File: src/rtl/irig_tx_pkg.sv
// Shared types and constants for the IRIG-B time frame transmitter.
// TIME_FRAME_CHECKSUM_EN adds the CKS state and lengthens the frame by one byte.
package irig_tx_pkg;

  typedef enum logic [2:0] {
    IDLE,
    HDR,
    PAY,
`ifdef TIME_FRAME_CHECKSUM_EN
    CKS,
`endif
    CR,
    LF
  } state_t;

  localparam logic [7:0] ASCII_CR   = 8'h0D;
  localparam logic [7:0] ASCII_LF   = 8'h0A;
  localparam logic [7:0] ASCII_ZERO = 8'h30;

  localparam int NUM_DIGITS = 25;

`ifdef TIME_FRAME_CHECKSUM_EN
  localparam int FRAME_LEN = NUM_DIGITS + 4;
`else
  localparam int FRAME_LEN = NUM_DIGITS + 3;
`endif

endpackage

File: src/rtl/time_frame_tx_bcd_ascii_conv.sv
// Converts one BCD digit (0..9) to its ASCII character; any other value maps to BAD_DIGIT.
module bcd_ascii_conv
  import irig_tx_pkg::*;
#(
  parameter logic [7:0] BAD_DIGIT = 8'h3F
) (
  input  logic [7:0] digit,
  output logic [7:0] ascii
);

  always_comb begin
    ascii = (digit <= 8'd9) ? (digit + ASCII_ZERO) : BAD_DIGIT;
  end

endmodule

File: src/rtl/time_frame_tx.sv
// Serialises a captured 25-digit IRIG-B time snapshot into an ASCII frame: '$', digits, [checksum], CR, LF.
// Build macro TIME_FRAME_CHECKSUM_EN inserts an XOR checksum byte of the payload before CR.
module time_frame_tx
  import irig_tx_pkg::*;
#(
  parameter logic [7:0] HEADER_BYTE = 8'h24,
  parameter logic [7:0] BAD_DIGIT   = 8'h3F
) (
  input  logic       clk,
  input  logic       rst_n,
  input  logic [7:0] time_array [NUM_DIGITS],
  input  logic       time_valid,
  input  logic       tx_ready,
  output logic [7:0] tx_data,
  output logic       tx_valid,
  output logic       busy,
  output logic [7:0] drop_cnt,
  output state_t     state_dbg
);

  // Handshake: a byte moves when tx_valid && tx_ready in the same cycle; while
  // tx_valid is high and tx_ready low, tx_data and tx_valid do not change.

  localparam logic [4:0] LAST_IDX = 5'(NUM_DIGITS - 1);

  state_t     state_q, state_d;
  logic [4:0] idx_q, idx_d;
  logic [7:0] shadow_q [NUM_DIGITS];
  logic [7:0] shadow_d [NUM_DIGITS];
  logic [7:0] tx_data_q, tx_data_d;
  logic       tx_valid_q, tx_valid_d;
  logic       busy_q, busy_d;
  logic [7:0] drop_cnt_q, drop_cnt_d;
`ifdef TIME_FRAME_CHECKSUM_EN
  logic [7:0] cks_q, cks_d;
`endif

  logic       xfer;
  logic       accept;
  logic [4:0] next_idx;
  logic [7:0] conv_ascii;

  assign xfer   = tx_valid_q && tx_ready;
  // A new snapshot is taken when idle, or in the very cycle the LF byte leaves.
  assign accept = time_valid && ((state_q == IDLE) || ((state_q == LF) && xfer));

  // The converter looks ahead at the entry that will be presented after this transfer.
  assign next_idx = ((state_q == PAY) && (idx_q != LAST_IDX)) ? (idx_q + 5'd1) : 5'd0;

  bcd_ascii_conv #(
    .BAD_DIGIT(BAD_DIGIT)
  ) u_conv (
    .digit(shadow_q[next_idx]),
    .ascii(conv_ascii)
  );

  always_comb begin
    state_d    = state_q;
    idx_d      = idx_q;
    shadow_d   = shadow_q;
    tx_data_d  = tx_data_q;
    drop_cnt_d = drop_cnt_q;
`ifdef TIME_FRAME_CHECKSUM_EN
    cks_d      = cks_q;
`endif

    if (xfer) begin
      unique case (state_q)
        HDR: begin
          state_d   = PAY;
          idx_d     = 5'd0;
          tx_data_d = conv_ascii;
        end
        PAY: begin
`ifdef TIME_FRAME_CHECKSUM_EN
          cks_d = cks_q ^ tx_data_q;
`endif
          if (idx_q == LAST_IDX) begin
            idx_d = 5'd0;
`ifdef TIME_FRAME_CHECKSUM_EN
            state_d   = CKS;
            tx_data_d = cks_q ^ tx_data_q;
`else
            state_d   = CR;
            tx_data_d = ASCII_CR;
`endif
          end else begin
            idx_d     = next_idx;
            tx_data_d = conv_ascii;
          end
        end
`ifdef TIME_FRAME_CHECKSUM_EN
        CKS: begin
          state_d   = CR;
          tx_data_d = ASCII_CR;
        end
`endif
        CR: begin
          state_d   = LF;
          tx_data_d = ASCII_LF;
        end
        LF: begin
          state_d = IDLE;
        end
        default: ;
      endcase
    end

    if (accept) begin
      state_d   = HDR;
      idx_d     = 5'd0;
      shadow_d  = time_array;
      tx_data_d = HEADER_BYTE;
`ifdef TIME_FRAME_CHECKSUM_EN
      cks_d     = 8'h00;
`endif
    end else if (time_valid && (drop_cnt_q != 8'hFF)) begin
      drop_cnt_d = drop_cnt_q + 8'd1;
    end

    tx_valid_d = (state_d != IDLE);
    busy_d     = (state_d != IDLE);
  end

  always_ff @(posedge clk or negedge rst_n) begin
    if (!rst_n) begin
      state_q    <= IDLE;
      idx_q      <= 5'd0;
      shadow_q   <= '{default: 8'h00};
      tx_data_q  <= 8'h00;
      tx_valid_q <= 1'b0;
      busy_q     <= 1'b0;
      drop_cnt_q <= 8'h00;
`ifdef TIME_FRAME_CHECKSUM_EN
      cks_q      <= 8'h00;
`endif
    end else begin
      state_q    <= state_d;
      idx_q      <= idx_d;
      shadow_q   <= shadow_d;
      tx_data_q  <= tx_data_d;
      tx_valid_q <= tx_valid_d;
      busy_q     <= busy_d;
      drop_cnt_q <= drop_cnt_d;
`ifdef TIME_FRAME_CHECKSUM_EN
      cks_q      <= cks_d;
`endif
    end
  end

  assign tx_data   = tx_data_q;
  assign tx_valid  = tx_valid_q;
  assign busy      = busy_q;
  assign drop_cnt  = drop_cnt_q;
  assign state_dbg = state_q;

endmodule

File: config.mk
export PLATFORM = sky130hd
export DESIGN_NAME = time_frame_tx
export DESIGN_NICKNAME = d
export VERILOG_FILES = /design/src/rtl/irig_tx_pkg.sv /design/src/rtl/time_frame_tx_bcd_ascii_conv.sv /design/src/rtl/time_frame_tx.sv
export SDC_FILE = /design/constraint.sdc
export NUM_CORES = 1
export LEC_CHECK = 0
export CAP_MARGIN = 20
export CORE_ASPECT_RATIO = 0.5
export CORE_MARGIN = 4
export CORE_UTILIZATION = 52
export DETAILED_ROUTE_END_ITERATION = 6
export PLACE_DENSITY = 0.81
export SKIP_LAST_GASP = 1
export SLEW_MARGIN = 25
export SYNTH_ARGS = -nofsm -noshare
export SYNTH_HDL_FRONTEND = slang
export SYNTH_SLANG_ARGS = --single-unit
File: constraint.sdc
create_clock -name clk -period 5.9 [get_ports clk]
set_input_delay 0.885 -clock clk [delete_from_list [all_inputs] [get_ports clk]]
set_output_delay 0.885 -clock clk [all_outputs]
set_load 0.05 [all_outputs]
Word level (Yosys, flattened, before mapping)
Cells that the tools add are included.
{"block": "word_totals", "output_inout_bits": 21, "word_cells": 75, "regBits": 225, "inputBits": 204}
{"block": "classes", "mux": 17, "n_addsub": 3, "bitwise_logic": 2, "magnitude_cmp": 2, "n_eq_ne": 7, "n_reduce_logical": 14}
{"operator": "$mux W8", "count": 6}
{"operator": "$bmux W8 S5", "count": 1}
{"operator": "$pmux W8 S3", "count": 1}
{"operator": "$mux W5", "count": 4}
{"operator": "$pmux W3 S4", "count": 1}
{"operator": "$pmux W5 S2", "count": 1}
{"operator": "$mux W3", "count": 3}
{"operator": "$add A8 B1 Y8 const B", "count": 1}
{"operator": "$add A8 B6 Y8 const B", "count": 1}
{"operator": "$le A8 B4 Y1 const B", "count": 1}
{"operator": "$ne A8 B8 Y1 const B", "count": 1}
{"operator": "$eq A3 B2 Y1 const B", "count": 2}
{"operator": "$ge A6 B6 Y1 const B", "count": 1}
{"operator": "$not A5 Y6", "count": 1}
{"operator": "$reduce_and A2 Y1", "count": 3}
{"operator": "$reduce_bool A3 Y1", "count": 2}
{"operator": "$add A5 B1 Y5 const B", "count": 1}
{"operator": "$eq A5 B5 Y1 const B", "count": 1}
{"operator": "$logic_and A1 B1 Y1", "count": 5}
{"operator": "$ne A5 B5 Y1 const B", "count": 1}
{"operator": "$reduce_bool A4 Y1", "count": 1}
{"operator": "$eq A3 B1 Y1 const B", "count": 1}
{"operator": "$eq A3 B3 Y1 const B", "count": 1}
{"operator": "$logic_not A3 Y1", "count": 1}
{"operator": "other kinds (3)", "count": 3}

Longest topological paths before layout
{"block": "depth", "depth_word": 13, "ltp_mapped": 23, "depth_no_buf": 16}

Cells and area by module
A second synthesis with hierarchy kept.
{"block": "unflattened", "cells_unflattened": 1333, "hier_area_um2": 11224.5}
{"module": "time_frame_tx", "cells_per_inst": 1317, "area_each_um2": 11120.7, "n_inst": 1}
{"module": "bcd_ascii_conv", "cells_per_inst": 16, "area_each_um2": 103.8, "n_inst": 1}

Worst setup path after synthesis
No wires, ideal clock.
{"block": "synth_path", "path_kind": "flip-flop to flip-flop", "from": "register idx_q[0]", "to": "register tx_data_q[2], in the netlist tx_data[2]", "arrival_time_ns": 4.127, "path_stages_with_launch": 22, "setup_slack_ns": 1.646, "required_time_ns": 5.774, "path_buffers": 6, "setup_ns": 0.126, "path_cell_list": "dfrtp_1 -> buf_2 -> inv_1 -> clkbuf_1 -> buf_1 -> ha_1 -> clkbuf_1 -> nor4bb_1 -> clkbuf_1 -> nand2_1 -> clkbuf_1 -> nand2_1 -> a311oi_1 -> o21ai_0 -> a21oi_1 -> a21oi_1 -> ha_1 -> nand2_1 -> nor4_1 -> a32o_1 -> nand2_1 -> o32a_1"}
{"block": "synth_via", "elab_chain_cells": 13, "word_cells_on_any_way": 16}
{"element": "start, declared", "line": "time_frame_tx.sv:27", "rtl": "logic [4:0] idx_q, idx_d;"}
{"element": "start signal, assigned", "line": "time_frame_tx.sv:139", "rtl": "idx_q <= idx_d;"}
{"element": "parallel branches: the longest is 10 deep, another holds $add A8 B6 Y8"}
{"element": "$pmux W8 S3 (*)", "line": "time_frame_tx.sv:68", "rtl": "unique case (state_q)"}
{"element": "$mux W8 (*)", "line": "time_frame_tx.sv:67", "rtl": "if (xfer) begin"}
{"element": "$mux W8 (*)", "line": "time_frame_tx.sv:109", "rtl": "if (accept) begin"}
{"element": "end signal, assigned", "line": "time_frame_tx.sv:141", "rtl": "tx_data_q <= tx_data_d;"}
{"element": "end, declared", "line": "time_frame_tx.sv:30", "rtl": "logic [7:0] tx_data_q, tx_data_d;"}
Every way passes the cells marked *. The select of a mux whose other input is x is not followed.
A chain may end at the register's enable or synchronous reset.

Final worst setup path
Ends and elaborated chain as after synthesis.

==> results.toml <==
[detailed_routing]
viasPerCell = 6.17
ant_nets = 0
wl_per_cell_um = 24.6
num_vias = 8339
drtIter0Drc = 701
first_pass_iters = 5
drt_wl_total_um = 33300
drc = 0

[cts]
clk_pin_slew_worst_paths_ns = 0.08
cts.sinks = 225
cts_tree = "yes"
cts_htree_levels = 1
clk_path_buf_depth = 3
cts_buffers = 20
clk_latency_ns = 0.53
cts-root-buf = "clkbuf_16"
post_cts_buffers = 0
ctsHoldBuffers = 0
cts_resized = 0

[yosys]
yosysTopAreaCellShare = 0.523
async_flop_share = 1.00
syn_area_mm2 = 0.0108
netlist_top_cells_count = "dfrtp_1 (225), mux2_2 (213), nand2_1 (49)"
yosysUniqueCellTypes = 72
synth_enable_flop_cells = 0
synthesis.nets = 1081
synth_flop_cell = "dfrtp_1"
ys_ff_latch = 225
synth_area_leaders = "dfrtp_1 (52%), mux2_2 (22%), mux2i_1 (2.0%)"
yosysMostFrequentCell = "dfrtp_1"
yosysTopAreaCell = "dfrtp_1"
synth_warnings = 0
synthesis.instances = 873
seq_area_frac_synth = 0.523
syn_area_per_cell_um2 = 12.3

[die]
rows = 36
dieHeight_um = 110
initial_core_util = 0.541
coreArea_mm2 = 0.0199
die_x_um = 211
dieArea_mm2 = 0.0232
ios = 225

[power]
clock_power_share = 0.195
ir_worst_vdd_uv = 243
leakage_nw = 5.69
combPwrFrac = 0.412
p_sw_mw = 2.66
pwr_density_cell_mw_per_mm2 = 519
p_sw_frac = 0.367
seqPwrFrac = 0.393
p_int_mw = 4.59

[final_layout]
antenna_cells = 0
layout.nets = 1281
fillerInstances = 1466
ff_latch_area_mm2 = 0.00563
drive_gt1_frac = 0.264
multi_input_area_mm2 = 0.00484
syn_to_final_growth_pct = 29.9

[grt]
grt_pass1_wl_um = 50200
antenna_found_initial = 0
grt_overflow = 0
grt_pass1_vias = 8543
grtUsageTotal = 0.283
grt_max_degree = 125

[timing]
setup_viol = 0
fin_ws_ns = 0.914
maxSlewHeadroom = 0.386
finalSetupTns_ns = 0
fin_skew_ns = 0.0277
worstMarginPinSlew_ns = 0.920
fmax_mhz = 201
hold_viol_final = 0
slew_viol_final = 0
min_period_ns = 4.99
min_period_over_period = 0.845
rsz0062_at_grt = "no"

[hold_path]
worstHoldPathType = "input port to async pin"

[run_status]
status = "complete, no violations"

[placed_design]
gp_congestion = 1.07
place_ws_ns = 1.14
io_buffers = 224
dp_hpwl_um = 23900

[worst_setup_path]
endpoint_kind = "register"
cp_max_fo = 20
startpoint_type = "register"
critical_path_arrival_ns = 5.37
cpPeakStageDelay_ns = 0.88
cp_cell_sequence = "inv_1 > buf_4 > ha_2 > nand4b_1 > nand3_1 > buf_4 > nand3_1 > and3_1 > o21ai_0 > a21oi_1 > a21oi_1 > ha_1 > nand2_1 > nor4_1 > a32o_1 > nand2_1 > o32a_1"
cpMaxStageDelayCell = "nand3_1"
critPathKind = "register to register"
crit_required_ns = 6.29

[run]
max_cap_violations = 0
## cell families (layout without fill, tap and decap cells)
logic type	after synthesis	after routing	share of synthesized area
buffers and inverters	75	288	0.0298
XOR/XNOR	14	14	0.0114
adder cells (fa/ha/maj)	4	4	0.00465
AO/OA/AOI/OAI	145	145	0.0980
multiplexers	238	238	0.250
flip-flops	225	225	0.523
AND/OR/NAND/NOR	172	172	0.0835
## registers in the layout (all words and copies together), names as in the netlist
name,flops
busy,1
drop_cnt,8
idx_q,5
shadow_q,200
state_dbg,3
tx_data,8
## cell type report
class | instances | share of cell area
Timing Repair Buffer | 245 | 0.175
Clock buffer | 30 | 0.0421
Clock inverter | 5 | 0.00797
Multi-Input combinational cell | 573 | 0.346
Inverter | 8 | 0.00215
Tap cell | 266 | 0.0238
Sequential cell | 225 | 0.403
## worst max-delay path, delay by kind of cell, from the launching register on
kind / cells / cell delay [ns]
flops: 1 / 0.38
compound gates: 5 / 1.23
buf+inv: 3 / 0.67
fa+ha+maj: 2 / 0.42
simple gates: 7 / 2.14
## final timing paths
kind | from | end | slack [ns] | depth (start not counted)
max | idx_q[0]$_DFFE_PN0P_ | tx_data[2]$_DFFE_PN0P_ | 0.91 | 17
min | rst_n | shadow_q[142]$_DFFE_PN0P_ | 0.27 | 1
max reg2reg | idx_q[0]$_DFFE_PN0P_ | tx_data[2]$_DFFE_PN0P_ | 0.91 | 17
min reg2reg | drop_cnt[5]$_DFFE_PN0P_ | drop_cnt[5]$_DFFE_PN0P_ | 0.49 | 1
max in group asynchronous | rst_n | shadow_q[77]$_DFFE_PN0P_ | 4.71 | 2
min in group clk | drop_cnt[5]$_DFFE_PN0P_ | drop_cnt[5]$_DFFE_PN0P_ | 0.49 | 1
## metal layers
layer	global-route usage	wire, µm	part of all wire	up-vias
li1	-	-	-	3635
met1	0.410	14700	0.44	4239
met2	0.424	14700	0.44	407
met3	0.0966	3430	0.10	58
met4	0.0436	476	0.014	0
met5	0	0	0	-
## through the flow
stage / utilization / power [mW] / hold WS [ns] / instance area, µm² / std cells
2_1_floorplan: - / 4.71 / 0.470 / 10800 / 873
3_3_place_gp: 0.666 / 5.66 / 0.484 / 13300 / 1316
3_5_place_dp: 0.666 / 5.76 / 0.486 / 13300 / 1316
4_1_cts: 0.701 / 7.21 / 0.496 / 14000 / 1351
5_1_grt: 0.702 / 7.61 / 0.276 / 14000 / 1352
6_report: 0.702 / 7.25 / 0.266 / 14000 / 1352
## power groups by stage
stage          clock [mW]  combinational [mW]  sequential, mW
4_1_cts              1.44                2.93            2.83
2_1_floorplan           0                1.92            2.78
3_5_place_dp            0                2.91            2.85
3_3_place_gp            0                2.83            2.83
5_1_grt              1.51                3.18            2.92
6_report             1.41                2.98            2.85
## cell usage in the layout, fill, tap and decap left out, types with 15 or more instances in the layout
master           count
nor2_1              23
nor4_1              15
o211ai_1            18
mux2_2             213
nand2_1             49
o21ai_0             27
clkdlybuf4s50_1    223
clkbuf_16           20
mux2i_1             22
dfrtp_1            225
buf_4               18
nand3_1             25
Power figures use the tool's default switching activity.
